`config.mk`:
```
export PLATFORM = sky130hd
export DESIGN_NAME = ifu_fetch_flat
export DESIGN_NICKNAME = d
export VERILOG_FILES = /design/src/rtl/ifu_fetch_pkg.sv /design/src/rtl/ifu_fetch_if.sv /design/src/rtl/ifu_queue.sv /design/src/rtl/ifu_fetch.sv /design/src/flat_wrapper.sv
export VERILOG_INCLUDE_DIRS = /design/src /design/src/rtl
export SDC_FILE = /design/constraint.sdc
export NUM_CORES = 1
export LEC_CHECK = 0
export CAP_MARGIN = 0
export CORE_UTILIZATION = 50
export DETAILED_ROUTE_END_ITERATION = 10
export PLACE_DENSITY = 0.87
export SLEW_MARGIN = 25
export SYNTH_ARGS = -nofsm -noshare
export SYNTH_HDL_FRONTEND = slang
export SYNTH_HIERARCHICAL = 1
export SYNTH_SLANG_ARGS = --single-unit
```
`constraint.sdc`:
```
create_clock -name clk -period 8.5 [get_ports clk]
set_input_delay 2.55 -clock clk [delete_from_list [all_inputs] [get_ports clk]]
set_output_delay 2.55 -clock clk [all_outputs]
set_load 0.02 [all_outputs]
```
`src/rtl/ifu_defines.sv`:
```
// ifu_defines: shared bus widths, instruction constants and fetch step for the IFU slice.
`ifndef IFU_DEFINES_SV
`define IFU_DEFINES_SV
`define RegBus 31:0
`define Hold_Bus 5:0
`define INST_NOP 32'h0000_0013
`define ZeroWord 32'h0000_0000
`define Enable 1'b1
`define Disable 1'b0
`define FETCH_STEP 4
`endif

```
`src/rtl/ifu_fetch_pkg.sv`:
```
// ifu_fetch_pkg: queue entry type and PC helper shared by the fetch unit.
`include "ifu_defines.sv"
package ifu_fetch_pkg;
    // Response queue entry: fetch address in the upper half, instruction word in the lower half.
    typedef struct packed {
        logic [`RegBus] addr;
        logic [`RegBus] inst;
    } fetch_ent_t;
    localparam int ENT_W = $bits(fetch_ent_t);
    function automatic logic [`RegBus] next_pc(input logic [`RegBus] pc);
        return pc + 32'(`FETCH_STEP);
    endfunction
endpackage

```
`src/rtl/ifu_fetch_if.sv`:
```
// ifu_fetch_if: instruction bus (req/gnt/rvalid).
// master: req, addr out; gnt, rvalid, rdata in. slave: the reverse.
`include "ifu_defines.sv"
interface ifu_fetch_if;
    logic           req;
    logic [`RegBus] addr;
    logic           gnt;
    logic           rvalid;
    logic [`RegBus] rdata;
    modport master (output req, addr, input gnt, rvalid, rdata);
    modport slave (input req, addr, output gnt, rvalid, rdata);
endinterface

```
`src/rtl/ifu_queue.sv`:
```
// ifu_queue: synchronous FIFO with clear; head is read combinationally.
// Ports: clk, rstn (async active-low), clear, push, pop, din -> head, count.
// Push into a full FIFO is accepted only together with a pop; pop on empty is ignored.
module ifu_queue #(
    parameter int WIDTH = 64,
    parameter int DEPTH = 2,
    parameter int CNT_W = 2
) (
    input  logic             clk,
    input  logic             rstn,
    input  logic             clear,
    input  logic             push,
    input  logic             pop,
    input  logic [WIDTH-1:0] din,
    output logic [WIDTH-1:0] head,
    output logic [CNT_W-1:0] count
);
    localparam int PTR_W = DEPTH > 1 ? $clog2(DEPTH) : 1;
    logic [WIDTH-1:0] mem [DEPTH];
    logic [PTR_W-1:0] rd_ptr, wr_ptr;
    logic do_pop, do_push;
    function automatic logic [PTR_W-1:0] inc(input logic [PTR_W-1:0] p);
        return p == PTR_W'(DEPTH - 1) ? '0 : p + PTR_W'(1);
    endfunction
    assign do_pop  = pop && count != '0;
    assign do_push = push && (count != CNT_W'(DEPTH) || do_pop);
    assign head    = mem[rd_ptr];
    always_ff @(posedge clk or negedge rstn) begin
        if (!rstn) begin
            rd_ptr <= '0;
            wr_ptr <= '0;
            count  <= '0;
        end else if (clear) begin
            rd_ptr <= '0;
            wr_ptr <= '0;
            count  <= '0;
        end else begin
            if (do_pop) rd_ptr <= inc(rd_ptr);
            if (do_push) wr_ptr <= inc(wr_ptr);
            count <= count + CNT_W'(do_push) - CNT_W'(do_pop);
        end
    end
    always_ff @(posedge clk) begin
        if (do_push && !clear) mem[wr_ptr] <= din;
    end
endmodule

```
`src/rtl/ifu_fetch.sv`:
```
// ifu_fetch: PC owner and instruction fetcher feeding the IF/ID register.
// Ports: clk, rstn (async active-low), hold (any bit stalls), jump_en/jump_addr (redirect),
//        ibus (fetch bus master), inst_o/addr_o/inst_valid_o (queue head to IF/ID).
`include "ifu_defines.sv"
module ifu_fetch
    import ifu_fetch_pkg::*;
#(
    parameter logic [31:0] RESET_ADDR = 32'h0000_0000,
    parameter int          DEPTH      = 2,
    parameter int          CNT_W      = 2
) (
    input  logic             clk,
    input  logic             rstn,
    input  logic [`Hold_Bus] hold,
    input  logic             jump_en,
    input  logic [`RegBus]   jump_addr,
    ifu_fetch_if.master      ibus,
    output logic [`RegBus]   inst_o,
    output logic [`RegBus]   addr_o,
    output logic             inst_valid_o
);
    logic             stall, fire, rsp, keep, pop;
    logic [`RegBus]   pc, af_head;
    logic [CNT_W-1:0] outstanding, discard, out_nxt, q_count, af_count;
    logic [CNT_W:0]   credit_used;
    fetch_ent_t       q_head;
    assign stall       = |hold;
    // In-flight requests plus buffered words never exceed DEPTH, so every response has a slot.
    assign credit_used = {1'b0, outstanding} + {1'b0, q_count};
    assign ibus.req    = rstn && !stall && !jump_en && credit_used < (CNT_W + 1)'(DEPTH);
    assign ibus.addr   = pc;
    assign fire        = ibus.req && ibus.gnt;
    // A response is only meaningful when an address is waiting to be paired with it.
    assign rsp         = ibus.rvalid && af_count != '0;
    assign keep        = rsp && discard == '0;
    assign pop         = q_count != '0 && !stall && !jump_en;
    assign out_nxt     = outstanding + CNT_W'(fire) - CNT_W'(rsp);
    assign inst_valid_o = q_count != '0 && !jump_en;
    assign inst_o      = inst_valid_o ? q_head.inst : `INST_NOP;
    assign addr_o      = inst_valid_o ? q_head.addr : `ZeroWord;
    always_ff @(posedge clk or negedge rstn) begin
        if (!rstn) begin
            pc          <= RESET_ADDR;
            outstanding <= '0;
            discard     <= '0;
        end else begin
            outstanding <= out_nxt;
            pc          <= jump_en ? jump_addr : fire ? next_pc(pc) : pc;
            // On a redirect every request still in flight after this cycle is stale.
            discard     <= jump_en ? out_nxt : (rsp && discard != '0) ? discard - CNT_W'(1) : discard;
        end
    end
    // The address FIFO is never cleared: it must stay paired with responses still on the bus.
    ifu_queue #(.WIDTH(32), .DEPTH(DEPTH), .CNT_W(CNT_W)) u_addr_fifo (
        .clk   (clk),
        .rstn  (rstn),
        .clear (1'b0),
        .push  (fire),
        .pop   (rsp),
        .din   (pc),
        .head  (af_head),
        .count (af_count)
    );
    ifu_queue #(.WIDTH(ENT_W), .DEPTH(DEPTH), .CNT_W(CNT_W)) u_resp_q (
        .clk   (clk),
        .rstn  (rstn),
        .clear (jump_en),
        .push  (keep),
        .pop   (pop),
        .din   ({af_head, ibus.rdata}),
        .head  (q_head),
        .count (q_count)
    );
endmodule
```
`src/flat_wrapper.sv`:
```
// flat-port wrapper written by rule: the top's interface ports become plain ports
module ifu_fetch_flat import ifu_fetch_pkg::*;
#(
    parameter logic [31:0] RESET_ADDR = 32'h0000_0000,
    parameter int          DEPTH      = 2,
    parameter int          CNT_W      = 2
)
  (clk, rstn, hold, jump_en, jump_addr, inst_o, addr_o, inst_valid_o, ibus_req, ibus_addr, ibus_gnt, ibus_rvalid, ibus_rdata);
  ifu_fetch_if ibus_i ();
  input  logic clk;
  input  logic rstn;
  input  logic [`Hold_Bus] hold;
  input  logic jump_en;
  input  logic [`RegBus] jump_addr;
  output logic [`RegBus] inst_o;
  output logic [`RegBus] addr_o;
  output logic inst_valid_o;
  output wire logic [$bits(ibus_i.req)-1:0] ibus_req;
  output wire logic [$bits(ibus_i.addr)-1:0] ibus_addr;
  input wire logic [$bits(ibus_i.gnt)-1:0] ibus_gnt;
  input wire logic [$bits(ibus_i.rvalid)-1:0] ibus_rvalid;
  input wire logic [$bits(ibus_i.rdata)-1:0] ibus_rdata;
  assign ibus_req = ibus_i.req;
  assign ibus_addr = ibus_i.addr;
  assign ibus_i.gnt = ibus_gnt;
  assign ibus_i.rvalid = ibus_rvalid;
  assign ibus_i.rdata = ibus_rdata;
  ifu_fetch #(.RESET_ADDR(RESET_ADDR), .DEPTH(DEPTH), .CNT_W(CNT_W)) u_core (.clk(clk), .rstn(rstn), .hold(hold), .jump_en(jump_en), .jump_addr(jump_addr), .ibus(ibus_i), .inst_o(inst_o), .addr_o(addr_o), .inst_valid_o(inst_valid_o));
endmodule
```
# --- Word level (Yosys, flattened, before mapping) ---
# Memory sizes are Yosys's and may differ from the RTL's.
# Cells that the tools add are included.
op_classes:
  addsub: 13
  order_cmp: 1
  n_eq_ne: 2
  n_mux: 19
  reduce_logical: 28
ops:
  columns: ["op", "n"]
  rows:
  - ["2-to-1 mux 32 bit", 4]
  - ["adder 32 x 3 -> 32 bit (second input constant)", 1]
  - ["logical AND 1 bit", 15]
  - ["nonzero test 2 bit", 7]
  - ["2-to-1 mux 1 bit", 12]
  - ["adder 2 x 1 -> 2 bit", 3]
  - ["2-to-1 mux 2 bit", 3]
  - ["OR reduction 6 bit", 1]
  - ["subtractor 2 x 1 -> 2 bit", 3]
  - ["adder 1 bit (second input constant)", 4]
  - ["inequality test 2 bit (second input constant)", 2]
  - ["adder 2 x 2 -> 3 bit", 1]
  - ["less-than comparator 3 x 2 -> 1 bit (second input constant)", 1]
  - ["logical NOT 1 bit", 2]
  - ["logical NOT 2 bit", 1]
  - ["logical OR 1 bit", 2]
  - ["subtractor 2 x 1 -> 2 bit (second input constant)", 1]
word_totals:
  regBits: 44
  ramBits: 192
  inputBits: 75
  output_inout_bits: 98
  wordCells: 74
  mem_count: 2
memory_table:
  columns: ["memory", "words", "width", "read_ports", "rd_ports_with_merged_regs", "wr", "line_no", "text"]
  rows:
  - ["u_core.u_resp_q.mem", 2, 64, 1, 0, 1, "ifu_queue.sv:19", "logic [WIDTH-1:0] mem [DEPTH];"]
  - ["u_core.u_addr_fifo.mem", 2, 32, 1, 0, 1, "ifu_queue.sv:19", null]

# --- Depth between registers and ports, before layout ---
logic_depth:
  ltp_word: 10
  ltp_mapped: 12
  depth_no_buf: 11

# --- By module ---
# The synthesis kept the hierarchy.
modules_own_cells:
  columns: ["mod", "n_inst", "cells_per_inst", "area_each_um2", "seq_area_each_um2"]
  rows:
  - ["ifu_queue (u_core.u_resp_q)", 1, 220, 4870.9, 3943.8]
  - ["ifu_fetch", 1, 337, 2772.7, 900.9]
  - ["ifu_queue (u_core.u_addr_fifo)", 1, 121, 2541.2, 2021.9]

# --- Least setup slack after synthesis ---
# Ideal clock, no wire load.
synth_path:
  path_type: "input to register"
  start: "input port jump_en"
  end: "memory u_core.u_resp_q.mem[1][0] (enable)"
  setup_ns: 0.578
  arrival_ns: 8.079
  required_ns: 7.922
  path_slack_ns: -0.156
  cell_stages: 5
  n_path_buf: 1
  cell_sequence: "clkbuf_1 > nor2_1 > and3_1 > o31ai_4 > nor3b_1"
synth_via:
  elab_chain_cells: 8
synth_rtl:
  columns: ["item", "line_no", "text"]
  rows:
  - ["start, declared", "flat_wrapper.sv:13", "input logic jump_en;"]
  - ["logical NOT 1 bit", "ifu_fetch.sv:36", "assign pop = q_count != '0 && !stall && !jump_en;"]
  - ["logical AND 1 bit", "ifu_fetch.sv:36", null]
  - ["net u_core.pop", "ifu_fetch.sv:22", "logic stall, fire, rsp, keep, pop;"]
  - ["logical AND 1 bit", "ifu_queue.sv:25", "assign do_pop = pop && count != '0;"]
  - ["logical OR 1 bit", "ifu_queue.sv:26", "assign do_push = push && (count != CNT_W'(DEPTH) || do_pop);"]
  - ["logical AND 1 bit", "ifu_queue.sv:26", null]
  - ["logical AND 1 bit", "ifu_queue.sv:44", "if (do_push && !clear) mem[wr_ptr] <= din;"]
  - ["2-to-1 mux 1 bit", "ifu_queue.sv:44", null]
  - ["2-to-1 mux 1 bit (not written as such)", "ifu_queue.sv:44", null]
  - ["end, declared", "ifu_queue.sv:19", null]
# The timed path passes the listed nets, and every way through them passes these cells.

# --- Worst setup path in the final report ---
layout_path:
  start: "input port jump_en"
  end: "output port inst_o[20]"
layout_via:
  elab_chain_cells: 3
layout_rtl:
  columns: ["item", "line_no", "text"]
  rows:
  - ["logical NOT 1 bit", "ifu_fetch.sv:38", "assign inst_valid_o = q_count != '0 && !jump_en;"]
  - ["logical AND 1 bit", "ifu_fetch.sv:38", null]
  - ["2-to-1 mux 32 bit (no source line)", null, null]
  - ["end, declared", "flat_wrapper.sv:15", "output logic [`RegBus] inst_o;"]
# Every way passes these cells.

==> flow_summary.ini <==
[yosys]
synthSimpleGateAreaFrac_pct = 11.8
synth_ff_type = edfxtp_1
yosys_warnings = 6
yosysSeqAreaShare_pct = 67.4
synthAdderAreaFrac_pct = 1.18
synth_edf_count = 192
synth_xor_area_share_pct = 0.774
async_flop_share_pct = 18.6
synth_top_family_by_area = multiplexers
synth_area_mm2 = 0.0102
ys_ff_latch = 236
synth_compound_area_share_pct = 4.59
yosys.cell_types.count = 53
yosys-mux-area-fraction_pct = 11.9
syn_inst = 678
synth.avg_cell_area_um2 = 15.0

[timing]
fin_worst_skew_ns = 0.00970
drv_slew = 0
clock.fmax_mhz = 143
finalSetupViolCount = 0
final.period_utilization_pct = 82.4
hold_viol = 0
worstMarginPinSlew_ns = 1.01
setup-tns-final_ns = 0
period_needed_ns = 7.00
worst_slack_ns = 1.50
rsz0062_at_grt = false
maxSlewHeadroom_pct = 32.6

[place]
dpl.hpwl_mm = 13.6
port_buffers = 172
place_area_mm2 = 0.0122
place.gp.congestion = 0.833
dp_slack_ns = 1.45

[power_and_ir_drop]
vdd_drop_max_mv = 0.112
p_leak_nw = 4.60
power_density_mw_per_mm2 = 191
power_mw = 2.49

[global_routing]
grt_pass1_vias = 6167
grt_max_degree = 66
grtUsageTotal_pct = 20.6
grt-ovfl-total = 0
antenna_found_initial = 1
grt_pass1_wl_mm = 32.3

[worst_setup_path]
reg2reg_depth = 8
reg2reg_from = u_core/u_resp_q/count[0]$_DFF_PN0_
critPathTopFamily = buffers and inverters
cp_max_fo = 33
crit_required_ns = 5.95
crit_cells = 5
cp-startpoint = jump_en
r2r_setup_slack_ns = 4.22
cpMaxStageDelayCell = nor2_4
crit_path_end_kind = output pin
slowest_delay_ns = 0.60
endpoint = inst_o[20]
path_buf_inv = 3
cp.arrival_ns = 4.45
rr_endpoint = u_core/u_addr_fifo/mem[1][25]$_DFFE_PP_
path_class = in -> out
cp-start-kind = primary input
crit_chain = buf_2 > nor2_4 > buf_4 > and2_1 > clkdlybuf4s50_1

[clock_network]
htreeDepth = 1
cts-hold-fix-buffers = 0
post_cts_buffers = 0
cts.clk_slew.worst_paths_ns = 0.06
cts_max_path_buffers = 3
clk_latency_ns = 0.50
clock_sinks = 236
cts_made_buffers = 23
cts_tree = yes
clockRootBuffer = clkbuf_16
cts_resized = 0

[route]
vias = 6283
avgViaCountPerCell = 5.51
drt_iter0_markers = 418
detail-route-antenna-nets = 0
drc = 0
wl_per_cell_um = 18.7
first_pass_iters = 5
drt-total-wl_mm = 21.3

[min_path]
hold_path_startpoint = u_core/ibus.addr[0]$_DFFE_PN0P_
hp-class = reg -> reg

[final_layout]
post-route-cell-area_mm2 = 0.0130
fill_cells = 1405
area.growth.synth_to_final_pct = 27.6
final_core_util_pct = 65.9
drive_gt1_share_pct = 13.6
n_antenna_cell = 0
num-nets-final = 944

[die]
fp.dieH_um = 145
coreArea_mm2 = 0.0197
fp.dieW_um = 145
row_count = 51
die_area_mm2 = 0.0209
io_pins = 173
start_util_pct = 51.7

[status]
status = finished, final reports clean

[run]
drv_cap = 0
## sequential cells by signal, summed over array words and instances, names as in the netlist, 2 cells and up
register,count
u_core/u_resp_q/mem,128
u_core/outstanding,2
u_core/u_addr_fifo/mem,64
u_core/discard,2
u_core/u_resp_q/count,2
u_core/ibus.addr,32
u_core/u_addr_fifo/count,2
## worst reg2reg max path, stage by stage (launching register included)
cell     delay (ns)
dfrtp_1        0.46
and2_1         0.18
fa_1           0.49
nor4b_4        0.33
nand4_2        0.46
inv_2          0.53
o31ai_4        0.20
nor3b_2        0.80
buf_4          0.48
## per-layer routing
metal  global-route usage, %  wire [um]  part of all wire [%]  vias up
met5                       0          9                 0.042        -
met2                    36.7      10800                    51      262
met3                    4.01       1470                   6.9       41
li1                        -          -                     -     2900
met4                    6.87        484                   2.3        2
met1                    25.0       8550                    40     3078
## synthesized netlist by cell type (3+ instances only)
library cell	instances	share of area, %
or3_1	4	0.25
and2_1	64	3.9
o21ai_0	24	1.2
o311ai_0	6	0.52
clkbuf_1	16	0.59
a21oi_1	8	0.39
inv_1	13	0.48
and4_1	3	0.26
nand4_1	11	0.68
nand2b_1	6	0.37
a221o_1	5	0.49
nor2b_1	5	0.31
buf_6	5	0.55
ha_1	8	0.98
buf_2	10	0.49
mux2_2	44	4.9
nand2_1	42	1.5
nor4_1	3	0.18
mux2i_1	6	0.59
nor2_1	22	0.81
and3_1	4	0.25
mux2_1	56	6.2
dfrtp_1	44	11
a31oi_1	4	0.25
inv_2	3	0.11
nand3b_1	4	0.29
nor4_4	3	0.63
nand3_1	13	0.64
xnor2_1	7	0.60
o211ai_1	6	0.44
nor3_1	7	0.34
edfxtp_1	192	57
## cells in the final DEF (no fill, tap or decap), types with 7 or more instances in the layout
master / Yosys / layout
a21oi_1: 8 / 8
and2_1: 64 / 64
clkdlybuf4s50_1: 0 / 170
mux2_2: 44 / 44
nand3_1: 13 / 13
nand4_1: 11 / 11
clkbuf_16: 0 / 23
inv_1: 13 / 13
dfrtp_1: 44 / 43
xnor2_1: 7 / 7
mux2_1: 56 / 56
o21ai_0: 24 / 24
nand2_1: 42 / 42
buf_4: 0 / 11
edfxtp_1: 192 / 192
conb_1: 1 / 7
ha_1: 8 / 8
nor2_1: 22 / 21
## layout make-up
cell class | count | area (um2) | area share [%]
Clock buffer | 31 | 666 | 5.12
Clock inverter | 10 | 134 | 1.03
Inverter | 16 | 60.1 | 0.462
Multi-Input combinational cell | 400 | 3140 | 24.2
Sequential cell | 236 | 6870 | 52.8
Tap cell | 265 | 332 | 2.55
Timing Repair Buffer | 183 | 1790 | 13.8
## through the flow
step / std cells / hold slack (ns)
6_report: 1141 / 0.501
5_1_grt: 1141 / 0.525
4_1_cts: 1141 / 0.501
3_5_place_dp: 1100 / 0.479
3_3_place_gp: 1100 / 0.473
2_1_floorplan: 684 / 0.537
## worst min-delay path by stage
stage | to | cells after the start
after floorplan | u_core/u_resp_q/mem[0][52]$_DFFE_PP_ | 1
after global placement | u_core/u_addr_fifo/mem[0][0]$_DFFE_PP_ | 0
after detailed placement | u_core/u_addr_fifo/mem[1][0]$_DFFE_PP_ | 0
after CTS | u_core/u_addr_fifo/mem[1][0]$_DFFE_PP_ | 0
after global routing | u_core/u_addr_fifo/mem[0][0]$_DFFE_PP_ | 0
final | u_core/u_addr_fifo/mem[1][0]$_DFFE_PP_ | 0
## logic make-up (layout without fill, tap and decap cells)
| logic type | after synthesis | in the layout |
|---|---|---|
| AOI/OAI and AO/OA | 66 | 66 |
| xor gates and xnor gates | 9 | 9 |
| adders and majority gates | 9 | 9 |
| buffers and inverters | 48 | 240 |
| DFF | 236 | 236 |
| muxes | 108 | 108 |
| other | 1 | 7 |
| and+or+nand+nor | 201 | 201 |
## power breakdown
part | internal [mW] | leakage (nW) | switching, mW
clock | 0.640 | 0.381 | 0.410
combinational | 0.0728 | 1.95 | 0.0630
sequential | 1.27 | 2.27 | 0.0376
total | 1.98 | 4.60 | 0.511
Power figures use the tool's default switching activity.
